<file path="config.mk">
export PLATFORM = sky130hd
export DESIGN_NAME = placar_reconhecedor_flat
export DESIGN_NICKNAME = d
export VERILOG_FILES = /design/src/rtl/placar_pkg.sv /design/src/rtl/placar_reconhecedor_if.sv /design/src/rtl/comparador_templates.sv /design/src/rtl/placar_reconhecedor.sv /design/src/flat_wrapper.sv
export SDC_FILE = /design/constraint.sdc
export NUM_CORES = 1
export LEC_CHECK = 0
export BUFFER_PORTS_ARGS = -buffer_cell sky130_fd_sc_hd__buf_4
export CORE_MARGIN = 2
export CORE_UTILIZATION = 45
export DETAILED_ROUTE_END_ITERATION = 10
export GPL_TIMING_DRIVEN = 0
export PLACE_DENSITY = 0.65
export SETUP_SLACK_MARGIN = 0.3
export SYNTH_ARGS = -nofsm -noshare
export SYNTH_HDL_FRONTEND = slang
export SYNTH_SLANG_ARGS = --single-unit
</file>
<file path="constraint.sdc">
create_clock -name clock -period 19.4 [get_ports clock]
set_clock_uncertainty 0.1 [all_clocks]
set_input_delay 0 -clock clock [delete_from_list [all_inputs] [get_ports clock]]
set_output_delay 0 -clock clock [all_outputs]
set_load 0.1 [all_outputs]
</file>
<file path="src/rtl/placar_pkg.sv">
// Shared definitions for the scoreboard digit recogniser.
// - state_t      : FSM state encoding
// - SEG7         : seven-segment code per digit (bit0=a .. bit6=g)
// - cnt_width    : width of a mismatch counter for a WxH glyph
// - template_bit : reference bitmap pixel for a digit at (row, col)
package placar_pkg;

  typedef enum logic [1:0] {ST_IDLE, ST_RECV, ST_DECIDE, ST_DONE} state_t;

  localparam int unsigned NUM_TEMPLATES = 10;

  localparam logic [6:0] SEG7 [NUM_TEMPLATES] = '{
    7'h3F, 7'h06, 7'h5B, 7'h4F, 7'h66, 7'h6D, 7'h7D, 7'h07, 7'h7F, 7'h6F
  };

  function automatic int cnt_width(input int w, input int h);
    return $clog2(w * h + 1);
  endfunction

  // Template bitmaps are drawn from the segment code: rows 0, h/2 and h-1
  // are the horizontal bars a/g/d across the full width; the vertical bars
  // f/b (upper half) and e/c (lower half) are three columns wide at each side.
  // The centre columns between the vertical bars are always background.
  function automatic logic template_bit(input int digit, input int row,
                                        input int col, input int w, input int h);
    logic [6:0] s;
    s = SEG7[digit];
    if (row == 0)     return s[0];
    if (row == h - 1) return s[3];
    if (row == h / 2) return s[6];
    if (col < 3)      return (row < h / 2) ? s[5] : s[4];
    if (col >= w - 3) return (row < h / 2) ? s[1] : s[2];
    return 1'b0;
  endfunction

endpackage

</file>
<file path="src/rtl/placar_reconhecedor_if.sv">
// Pixel stream channel into the recogniser.
// - pixel_valid : source has a pixel this cycle
// - pixel_data  : pixel intensity
// - pixel_ready : sink accepts a pixel this cycle
interface placar_reconhecedor_if #(
  parameter int PIXEL_W = 8
);
  logic               pixel_valid;
  logic [PIXEL_W-1:0] pixel_data;
  logic               pixel_ready;

  modport master (output pixel_valid, output pixel_data, input pixel_ready);
  modport slave  (input pixel_valid, input pixel_data, output pixel_ready);
endinterface

</file>
<file path="src/rtl/comparador_templates.sv">
// Per-pixel compare-and-count against the ten digit templates.
// - clock/reset : rising-edge clock, synchronous active-high reset
// - clr         : zero all mismatch counters (start of a glyph)
// - en          : a binarised pixel is consumed this cycle
// - pbit        : binarised pixel value
// - row/col     : position of the pixel within the glyph
// - counts      : mismatch count per template, index = digit value
module comparador_templates
  import placar_pkg::*;
#(
  parameter int GLYPH_W = 11,
  parameter int GLYPH_H = 11,
  parameter int RW      = 4,
  parameter int CLW     = 4,
  parameter int CW      = 7
) (
  input  logic                                clock,
  input  logic                                reset,
  input  logic                                clr,
  input  logic                                en,
  input  logic                                pbit,
  input  logic [RW-1:0]                       row,
  input  logic [CLW-1:0]                      col,
  output logic [NUM_TEMPLATES-1:0][CW-1:0]    counts
);

  logic [NUM_TEMPLATES-1:0] tbit;

  always_comb begin
    tbit = '0;
    for (int unsigned d = 0; d < NUM_TEMPLATES; d++)
      tbit[d] = template_bit(int'(d), int'(row), int'(col), GLYPH_W, GLYPH_H);
  end

  always_ff @(posedge clock) begin
    if (reset || clr) begin
      counts <= '0;
    end else if (en) begin
      for (int unsigned d = 0; d < NUM_TEMPLATES; d++)
        counts[d] <= counts[d] + CW'(pbit ^ tbit[d]);
    end
  end

endmodule

</file>
<file path="src/rtl/placar_reconhecedor.sv">
// Scoreboard digit recogniser: binarises a pixel stream of NUM_DIGITS glyphs,
// matches each glyph against ten templates and reports the closest digit.
// - clock/reset  : rising-edge clock, synchronous active-high reset
// - start        : begin a scan (honoured only when idle)
// - flag         : inverted-glyph mode, latched at start
// - pix          : pixel stream (valid/data/ready)
// - digito       : digit k at bits [4k-1:4k-4], 4'hF when rejected
// - digito_valid : per-digit match-accepted flag
// - busy         : scan in progress
// - done         : one-cycle pulse at scan completion
module placar_reconhecedor
  import placar_pkg::*;
#(
  parameter int                 NUM_DIGITS = 7,
  parameter int                 GLYPH_W    = 11,
  parameter int                 GLYPH_H    = 11,
  parameter int                 PIXEL_W    = 8,
  parameter logic [PIXEL_W-1:0] THRESHOLD  = 8'd128,
  parameter int                 MAX_ERR    = 12
) (
  input  logic                    clock,
  input  logic                    reset,
  input  logic                    start,
  input  logic                    flag,
  placar_reconhecedor_if.slave    pix,
  output logic [4*NUM_DIGITS-1:0] digito,
  output logic [NUM_DIGITS-1:0]   digito_valid,
  output logic                    busy,
  output logic                    done
);

  localparam int CW  = cnt_width(GLYPH_W, GLYPH_H);
  localparam int RW  = (GLYPH_H > 1) ? $clog2(GLYPH_H) : 1;
  localparam int CLW = (GLYPH_W > 1) ? $clog2(GLYPH_W) : 1;
  localparam int DW  = (NUM_DIGITS > 1) ? $clog2(NUM_DIGITS) : 1;

  state_t                            state, nstate;
  logic                              flag_q;
  logic [RW-1:0]                     row;
  logic [CLW-1:0]                    col;
  logic [DW-1:0]                     dig;
  logic                              accept, pbit, clr, last_pix, last_dig;
  logic [NUM_TEMPLATES-1:0][CW-1:0]  counts;
  logic [CW-1:0]                     best_cnt;
  logic [3:0]                        best_val;

  assign pix.pixel_ready = (state == ST_RECV);
  assign busy            = (state != ST_IDLE);
  assign done            = (state == ST_DONE);

  assign accept   = pix.pixel_valid && pix.pixel_ready;
  assign pbit     = (pix.pixel_data >= THRESHOLD) ^ flag_q;
  assign last_pix = (row == RW'(GLYPH_H - 1)) && (col == CLW'(GLYPH_W - 1));
  assign last_dig = (dig == DW'(NUM_DIGITS - 1));
  assign clr      = ((state == ST_IDLE) && start) || (state == ST_DECIDE);

  comparador_templates #(
    .GLYPH_W (GLYPH_W),
    .GLYPH_H (GLYPH_H),
    .RW      (RW),
    .CLW     (CLW),
    .CW      (CW)
  ) u_cmp (
    .clock  (clock),
    .reset  (reset),
    .clr    (clr),
    .en     (accept),
    .pbit   (pbit),
    .row    (row),
    .col    (col),
    .counts (counts)
  );

  // Strict less-than keeps the lowest digit on ties.
  always_comb begin
    best_cnt = counts[0];
    best_val = '0;
    for (int unsigned d = 1; d < NUM_TEMPLATES; d++) begin
      if (counts[d] < best_cnt) begin
        best_cnt = counts[d];
        best_val = 4'(d);
      end
    end
  end

  always_comb begin
    nstate = state;
    unique case (state)
      ST_IDLE:   if (start) nstate = ST_RECV;
      ST_RECV:   if (accept && last_pix) nstate = ST_DECIDE;
      ST_DECIDE: nstate = last_dig ? ST_DONE : ST_RECV;
      ST_DONE:   nstate = ST_IDLE;
      default:   nstate = ST_IDLE;
    endcase
  end

  always_ff @(posedge clock) begin
    if (reset) begin
      state        <= ST_IDLE;
      flag_q       <= 1'b0;
      row          <= '0;
      col          <= '0;
      dig          <= '0;
      digito       <= '1;
      digito_valid <= '0;
    end else begin
      state <= nstate;
      unique case (state)
        ST_IDLE: begin
          if (start) begin
            flag_q <= flag;
            row    <= '0;
            col    <= '0;
            dig    <= '0;
          end
        end
        ST_RECV: begin
          if (accept) begin
            if (col == CLW'(GLYPH_W - 1)) begin
              col <= '0;
              row <= last_pix ? '0 : row + 1'b1;
            end else begin
              col <= col + 1'b1;
            end
          end
        end
        ST_DECIDE: begin
          if (best_cnt <= CW'(MAX_ERR)) begin
            digito[4*int'(dig) +: 4] <= best_val;
            digito_valid[dig]        <= 1'b1;
          end else begin
            digito[4*int'(dig) +: 4] <= 4'hF;
            digito_valid[dig]        <= 1'b0;
          end
          dig <= last_dig ? '0 : dig + 1'b1;
        end
        default: ;
      endcase
    end
  end

endmodule

</file>
<file path="src/flat_wrapper.sv">
// flat-port wrapper written by rule: the top's interface ports become plain ports
module placar_reconhecedor_flat import placar_pkg::*;
#(
  parameter int                 NUM_DIGITS = 7,
  parameter int                 GLYPH_W    = 11,
  parameter int                 GLYPH_H    = 11,
  parameter int                 PIXEL_W    = 8,
  parameter logic [PIXEL_W-1:0] THRESHOLD  = 8'd128,
  parameter int                 MAX_ERR    = 12
)
  (clock, reset, start, flag, digito, digito_valid, busy, done, pix_pixel_valid, pix_pixel_data, pix_pixel_ready);
  placar_reconhecedor_if #(.PIXEL_W(PIXEL_W)) pix_i ();
  input  logic clock;
  input  logic reset;
  input  logic start;
  input  logic flag;
  output logic [4*NUM_DIGITS-1:0] digito;
  output logic [NUM_DIGITS-1:0] digito_valid;
  output logic busy;
  output logic done;
  input wire logic [$bits(pix_i.pixel_valid)-1:0] pix_pixel_valid;
  input wire logic [$bits(pix_i.pixel_data)-1:0] pix_pixel_data;
  output wire logic [$bits(pix_i.pixel_ready)-1:0] pix_pixel_ready;
  assign pix_i.pixel_valid = pix_pixel_valid;
  assign pix_i.pixel_data = pix_pixel_data;
  assign pix_pixel_ready = pix_i.pixel_ready;
  placar_reconhecedor #(.NUM_DIGITS(NUM_DIGITS), .GLYPH_W(GLYPH_W), .GLYPH_H(GLYPH_H), .PIXEL_W(PIXEL_W), .THRESHOLD(THRESHOLD), .MAX_ERR(MAX_ERR)) u_core (.clock(clock), .reset(reset), .start(start), .flag(flag), .pix(pix_i), .digito(digito), .digito_valid(digito_valid), .busy(busy), .done(done));
endmodule
</file>
* Yosys cells after proc, flatten, opt, wreduce, memory -nomap -nowiden
Cells that the tools add are included.
W data, S select, Z words.
** Operators by class
- Add/sub/neg operators :: 14
- Multiply operators :: 0
- Divide/modulo/power cells :: 0
- Magnitude comparators :: 16
- Equal/unequal tests :: 12
- Shift-type cells :: 3
- Mux-type cells :: 134
- Bitwise logic cells :: 14
- Reductions and logical operators :: 17
** Operator list (number)
- $mux W1 :: 97
- $add A7 B1 Y7 :: 10
- $mux W7 :: 10
- $lt A7 B7 Y1 :: 9
- $bwmux W28 :: 2
- $neg A5 Y33 :: 1
- $shift A4 B33 Y28 const A :: 1
- $shiftx A4 B33 Y28 :: 1
- $shiftx A4 B33 Y28 const A :: 1
- $mux W4 :: 8
- $mux W28 :: 1
- $mux W3 :: 6
- $eq A4 B4 Y1 const B :: 4
- $pmux W4 S2 :: 2
- $xor A1 B1 Y1 :: 11
- $mux W2 :: 5
- $add A4 B1 Y4 const B :: 2
- $ge A8 B8 Y1 const B :: 1
- $ne A2 B2 Y1 const B :: 4
- $pmux W2 S4 :: 1
- $and A7 B7 Y7 :: 1
- $le A7 B4 Y1 const B :: 1
- $not A7 Y7 :: 1
- $or A7 B7 Y7 :: 1
- 19 further kinds :: 29
** Word-level totals
- Bits in registers :: 119
- Latch bits :: 0
- Bits in writable memories :: 0
- ROM bits :: 0
- Output and inout port bits :: 38
- Memories :: 0

* Depth between registers and ports, before layout
Gate-level depths: netlist of the first run.
- Depth in word-level cells :: 21
- Mapped depth :: 78

* By module
Synthesis of the first run repeated with hierarchy kept, for this count alone.
** Second synthesis, totals
- Cells, all modules :: 1067
- Area total of the unflattened synthesis :: 8554.5 um2
** Modules (own cells, without submodules)
- placar_reconhecedor :: times used 1, cells each 708, area an instance 5276.3 um2
- comparador_templates :: times used 1, cells each 359, area an instance 3278.1 um2

* Worst setup path before layout of the first run
No wires, ideal clock.
- Path kind :: flip-flop to flip-flop
- Start point :: reg u_core.u_cmp.counts[4] (netlist name)
- End point :: reg u_core.digito[20]
- Setup time :: 0.129 ns
- Data arrival time :: 14.412 ns
- Required time :: 19.171 ns
- Path slack :: 4.759 ns
- Stages on the path, launching flop included :: 75
- Buffers on the path :: 9
- Clock period less this slack :: 14.641 ns
- Cell sequence :: dfxtp_1 -> inv_1 -> ha_1 -> a211oi_1 -> nor2_1 -> a211oi_1 -> buf_2 -> buf_2 -> a21oi_1 -> ha_1 -> nand2_1 -> o21ai_0 -> o21ai_0 -> mux2_2 -> o21ai_1 -> buf_2 -> o21ai_0 -> ha_1 -> [... 39 more ...] -> ha_1 -> a21o_1 -> maj3_1 -> a21o_1 -> a211oi_1 -> a22o_1 -> buf_2 -> buf_1 -> nor2_1 -> a21oi_1 -> ha_1 -> a211oi_1 -> o21ai_0 -> o22a_1 -> o31ai_4 -> mux2i_2 -> buf_2 -> a31oi_1
** Between the ends
- Word-level cells in the longest chain between the ends :: 21
- Elaborated cells on any way between the ends :: 31
- Those cells by class :: order compare (10); shift (1); mux (20)
** Ends and longest elaborated chain
- start: declaration :: RTL line comparador_templates.sv:24 : output logic [NUM_TEMPLATES-1:0][CW-1:0] counts
- start signal: indexed assignment :: RTL line comparador_templates.sv:40 : counts[d] <= counts[d] + CW'(pbit ^ tbit[d]);
- parallel branches: the longest is 20 deep, another holds $lt A7 B7 Y1
- $mux W28 * :: RTL line placar_reconhecedor.sv:128 : if (best_cnt <= CW'(MAX_ERR)) begin
- end signal: indexed assignment :: RTL line placar_reconhecedor.sv:129 : digito[4*int'(dig) +: 4] <= best_val;
- end: declaration :: RTL line placar_reconhecedor.sv:26 : output logic [4*NUM_DIGITS-1:0] digito,
Mark *: on every way between the ends.
A chain may end at the register's enable or synchronous reset.

* Worst setup path in the final report of the first run
- Start point :: reg u_core.u_cmp.counts[4] (netlist name)
- End point :: reg u_core.digito[11]
The elaborated chain is that of the path after synthesis.

==> results of run 1 <==
[where the power goes]
group / internal, mW / total (mW) / leakage, nW / switching, mW
Sequential: 0.246 / 0.248 / 0.960 / 0.00217
Combinational: 0.103 / 0.296 / 2.26 / 0.192
Clock: 0.171 / 0.309 / 0.277 / 0.138
Total: 0.520 / 0.853 / 3.49 / 0.333
[sequential cells by signal, indices dropped and copies added, names as in the netlist, named ones only]
name / flops
u_core.u_cmp.counts: 70
u_core.flag_q: 1
u_core.col: 4
u_core.state: 2
u_core.digito: 28
u_core.row: 4
u_core.dig: 3
[cell type report]
| type | instances | area share (%) |
|---|---|---|
| Buffer | 50 | 2.12 |
| Clock buffer | 17 | 4.51 |
| Clock inverter | 15 | 1.52 |
| Inverter | 51 | 2.03 |
| Multi-Input combinational cell | 848 | 57.5 |
| Sequential cell | 119 | 25.2 |
| Tap cell | 229 | 3.04 |
| Timing Repair Buffer | 49 | 4.06 |
[metal layers]
layer	track usage, %	vias up
met5	0	-
met4	5.79	0
met3	3.66	17
met2	35.6	183
met1	30.7	3568
li1	-	3912
[stage by stage]
step | util, % | setup WS (ns) | area [um^2]
2_1_floorplan | - | 4.76 | 8200
3_3_place_gp | 49.2 | 2.35 | 8810
3_5_place_dp | 49.2 | 2.22 | 8810
4_1_cts | 52.7 | 2.10 | 9440
5_1_grt | 52.7 | 0.424 | 9440
6_report | 52.7 | 1.99 | 9440
[worst paths after layout]
| kind | start | endpoint | slack, ns | cells past startpoint |
|---|---|---|---|---|
| worst max-delay path | u_core.u_cmp.counts[4] | u_core.digito[11] | 1.99 | 75 |
| worst min-delay path | pix_pixel_valid | u_core.state[1] | 0.34 | 4 |
| worst max register to register | u_core.u_cmp.counts[4] | u_core.digito[11] | 1.99 | 75 |
| worst min register to register | u_core.digito[13] | u_core.digito[13] | 0.39 | 2 |
[repair_timing]
action,in CTS,in global routing
hold endpoints to repair,16,0
resized for setup,0,0
hold buffers,6,0
[worst max-delay path, delay by kind of cell, from the launching register on]
family / cells / cell delay, ns
DFF: 1 / 0.39
muxes: 3 / 0.88
AOI/OAI and AO/OA: 34 / 7.99
buffers and inverters: 12 / 3.00
and+or+nand+nor: 15 / 1.55
adders and majority gates: 11 / 3.39
[Yosys cell counts (4+ instances only)]
library cell	n	area, um^2
buf_2	10	50.1
nand2_1	114	428
nor3_1	38	190
o21ai_0	51	255
inv_1	51	191
a211o_1	4	35.0
a31oi_1	30	188
nand4_1	12	75.1
maj3_1	9	90.1
a221oi_1	4	35.0
ha_1	58	726
mux2_2	9	101
dfxtp_1	119	2380
nand2b_1	14	87.6
xnor2_1	49	429
nor2_1	142	533
and2_1	11	68.8
a21o_1	9	67.6
buf_1	6	22.5
o21a_1	5	37.5
a21oi_1	82	410
o211ai_1	7	52.6
a211oi_1	17	128
mux2i_1	24	240
nand3_1	35	175
nor2b_1	11	68.8
nor3b_1	5	37.5
o22ai_1	5	31.3
maj3_2	4	45.0
or3_1	9	56.3
xor2_1	20	175
clkbuf_1	34	128
and3_1	6	37.5
[kinds of logic (layout without fill, tap and decap cells)]
group	count (synthesis)	count (layout)	share of synthesized area, %
AOI/OAI and AO/OA	258	258	20.7
muxes	35	35	4.47
buffers and inverters	101	182	4.77
and+or+nand+nor	415	415	23.2
xor gates and xnor gates	69	69	7.37
adders and majority gates	71	71	10.5
DFF	119	119	29.0
==> results.json, run 1 <==
{
  "fp-row-count": 49,
  "ys.flop_type": "dfxtp_1",
  "die_w_um": 139,
  "coreArea_um2": 17900,
  "cts_setup_buffers": 0,
  "drive_gt1_share_pct": 10.1,
  "worstMarginPinSlew_ns": 1.24,
  "portBuffers": 43,
  "whs_ns": 0.345,
  "hold_class": "in -> reg",
  "syn-num-nets": 1139,
  "crit_type": "reg -> reg",
  "dr.pass1.iters": 6,
  "yosysWarnings": 0,
  "max-vdd-ir-drop_uv": 93.0,
  "drt-wirelength-per-cell_um": 15.3,
  "power.density_nw_per_um2": 90.3,
  "layout_commonest_cell": "nor2_1",
  "final_cell_mix": "nor2_1, dfxtp_1, nand2_1",
  "track_usage_pct": 22.1,
  "synth-edff-count": 0,
  "top_layer": "met4",
  "cts.sinks": 119,
  "critPathCaptureType": "flip-flop",
  "max_freq_ghz": 0.0574,
  "n_fill_cell": 1782,
  "ys_ff_latch": 119,
  "antenna_found_initial": 0,
  "maxSlewHeadroom_pct": 16.6,
  "rsz0062_at_grt": "no",
  "finalHoldViolCount": 0,
  "dieArea_um2": 19300,
  "min_period_ns": 17.41,
  "wl_met3_um": 935,
  "p_leak_nw": 3.49,
  "drt-met1-wl_um": 10200,
  "routabilityCongestion": 0.869,
  "cts.path.max_buffers": 2,
  "fin_crit_sh_pct": 89.8,
  "setup_tns_ns": 0,
  "vias_per_cell": 5.57,
  "seq_area_um2": 2380,
  "multi_input_area_um2": 5430,
  "critPathArrivalTime_ns": 17.61,
  "placed_cells": 1340,
  "clk_latency_ns": 0.42,
  "syn_avg_cell_area_um2": 7.68,
  "cp_max_fo": 10,
  "synth_area_um2": 8200,
  "io-pin-count": 51,
  "grt.overflow.total": 0,
  "htreeDepth": 4,
  "cpMostUsedCell": "ha_1",
  "root_buffer": "clkbuf_16",
  "outcome": "finished, final reports clean",
  "cts_tree": "done",
  "grt_pass1_wl_um": 35600,
  "drc": 0,
  "drt_iter0_markers": 519,
  "drtAntennaViolNets": 0,
  "dr_wl_met2_um": 9740,
  "slew_viol_final": 0,
  "slowest_stage": "a311oi_4",
  "grt_max_degree": 17,
  "power_mw": 0.853,
  "vias": 7680,
  "start_util_pct": 45.8,
  "cp-start-kind": "flip-flop",
  "clk_pin_slew_ns": 0.07,
  "cpPeakStageDelay_ns": 0.62,
  "cap_violations": 0,
  "final_cells": 1378,
  "syn2layout_area_growth_pct": 15.1,
  "insertedDiodeCount": 0,
  "dp_hpwl_um": 15800,
  "fin_nets": 1207,
  "synth_cell_types": 75,
  "die_h_um": 139,
  "synthArstFlopShare_pct": 0,
  "required_ns": 19.60,
  "finalSetupViolations": 0,
  "grt_pass1_vias": 7179,
  "totalWireLength_um": 21100,
  "synthCells": 1068,
  "cts_buffers": 17,
  "yosysSeqAreaShare_pct": 29.0
}
Note: power is estimated with default switching activity, not from simulation.
==> inputs of run 2 (changes only) <==
Settings changed: CTS_BUF_LIST set to sky130_fd_sc_hd__clkbuf_4 sky130_fd_sc_hd__clkbuf_8.
==> run 2 against run 1 <==
Effect of this change:
- sequential share of layout area is 0.52 points higher
- die area stayed put
- fmax hardly changed
- non-clock buffer count stayed put
- critical path type unchanged
==> results.json, run 2 (synthesis gave the netlist of run 1 again) <==
{
  "min_period_ns": 17.41,
  "grt.overflow.total": 0,
  "reg_top3": "u_core.u_cmp.counts: 70 flops, u_core.digito: 28 flops",
  "largest_reg_flops": 70,
  "antenna_found_initial": 0,
  "cpMostUsedCell": "ha_1",
  "drive_gt1_share_pct": 10.1,
  "clk_latency_ns": 0.48,
  "crit_type": "reg -> reg",
  "insertedDiodeCount": 0,
  "grt_pass1_wl_um": 35300,
  "n_fill_cell": 1802,
  "drc": 0,
  "layout_commonest_cell": "nor2_1",
  "slew_viol_final": 0,
  "dr.pass1.iters": 5,
  "final_cell_mix": "nor2_1, dfxtp_1, nand2_1",
  "fin_nets": 1207,
  "totalWireLength_um": 21100,
  "cts.sinks": 119,
  "drt-wirelength-per-cell_um": 15.3,
  "die_w_um": 139,
  "fin_crit_sh_pct": 89.7,
  "postCtsResizedCells": 0,
  "die_h_um": 139,
  "grt_pass1_vias": 7088,
  "coreArea_um2": 17900,
  "outcome": "finished, final reports clean",
  "drt_iter0_markers": 468,
  "p_leak_nw": 3.41,
  "fp-row-count": 49,
  "rsz0062_at_grt": "no",
  "top_register": "u_core.u_cmp.counts",
  "cts.path.max_buffers": 2,
  "cts_buffers": 17,
  "htreeDepth": 4,
  "max_freq_ghz": 0.0574,
  "maxSlewHeadroom_pct": 16.8,
  "cts_tree": "done",
  "drtAntennaViolNets": 0,
  "clk_pin_slew_ns": 0.09,
  "power.density_nw_per_um2": 83.1,
  "hold_class": "in -> reg",
  "whs_ns": 0.277,
  "dp_hpwl_um": 15800,
  "max-vdd-ir-drop_uv": 81.0,
  "portBuffers": 43,
  "cap_violations": 0,
  "start_util_pct": 45.8,
  "cpPeakStageDelay_ns": 0.61,
  "dieArea_um2": 19300,
  "cp_max_fo": 10,
  "io-pin-count": 51,
  "cts_setup_buffers": 0,
  "worstMarginPinSlew_ns": 1.24,
  "critPathArrivalTime_ns": 17.67,
  "cp-start-kind": "flip-flop",
  "root_buffer": "clkbuf_8",
  "syn2layout_area_growth_pct": 12.8,
  "finalHoldViolCount": 0,
  "vias_per_cell": 5.54,
  "cts_hold_buf": 6,
  "required_ns": 19.66,
  "critPathCaptureType": "flip-flop",
  "vias": 7637,
  "setup_tns_ns": 0,
  "slowest_stage": "a311oi_4",
  "routabilityCongestion": 0.869,
  "track_usage_pct": 22.2,
  "grt_max_degree": 17,
  "finalSetupViolations": 0
}
## run 2: per-layer routing
metal | global-route usage (%) | routed length (um) | vias to the layer above | share of wire (%)
met3 | 4.49 | 957 | 29 | 4.5
li1 | - | - | 3909 | -
met5 | 0 | 0 | - | 0
met4 | 5.74 | 270 | 0 | 1.3
met2 | 35.5 | 9630 | 157 | 46
met1 | 30.7 | 10200 | 3542 | 49
## run 2: metrics by stage
stage	power [mW]	util (%)	cell area, um^2	cells	worst slack [ns]
after floorplan	0.474	-	8200	1068	4.76
final	0.769	51.7	9250	1378	1.99
after CTS	0.771	51.7	9250	1378	2.10
after global placement	0.539	49.2	8810	1340	2.35
after global routing	0.811	51.7	9250	1378	0.441
after detailed placement	0.542	49.2	8810	1340	2.22
## run 2: critical path: cells and delay by family, from the launching register on
family                   cells  cell delay, ns
AND/OR/NAND/NOR             15            1.55
multiplexers                 3            0.90
buffers and inverters       12            2.96
flip-flops                   1            0.40
AO/OA/AOI/OAI               34            7.99
adder cells (fa/ha/maj)     11            3.38
## run 2: power breakdown
group          switching [mW]  leakage (nW)  total, mW  internal [mW]
Sequential            0.00215         0.960      0.248          0.245
Clock                   0.130         0.190      0.226         0.0956
Combinational           0.192          2.26      0.295          0.103
## run 2: final timing paths
path / startpoint / to / slack (ns) / cells after the start
setup / recovery: u_core.u_cmp.counts[4] / u_core.digito[12] / 1.99 / 75
hold / removal: pix_pixel_valid / u_core.state[1] / 0.28 / 4
hold reg to reg: u_core.digito[13] / u_core.digito[13] / 0.39 / 2
setup reg to reg: u_core.u_cmp.counts[4] / u_core.digito[12] / 1.99 / 75
## run 2: layout make-up
cell class / count / area [um^2] / area share, %
well taps: 229 / 287 / 3.10
clock buffers: 17 / 234 / 2.53
plain buffers: 50 / 200 / 2.16
inverters: 51 / 191 / 2.07
flip-flops and latches: 119 / 2380 / 25.8
repair buffers: 49 / 383 / 4.14
multi-input cells: 848 / 5430 / 58.7
clock inverters: 15 / 144 / 1.56
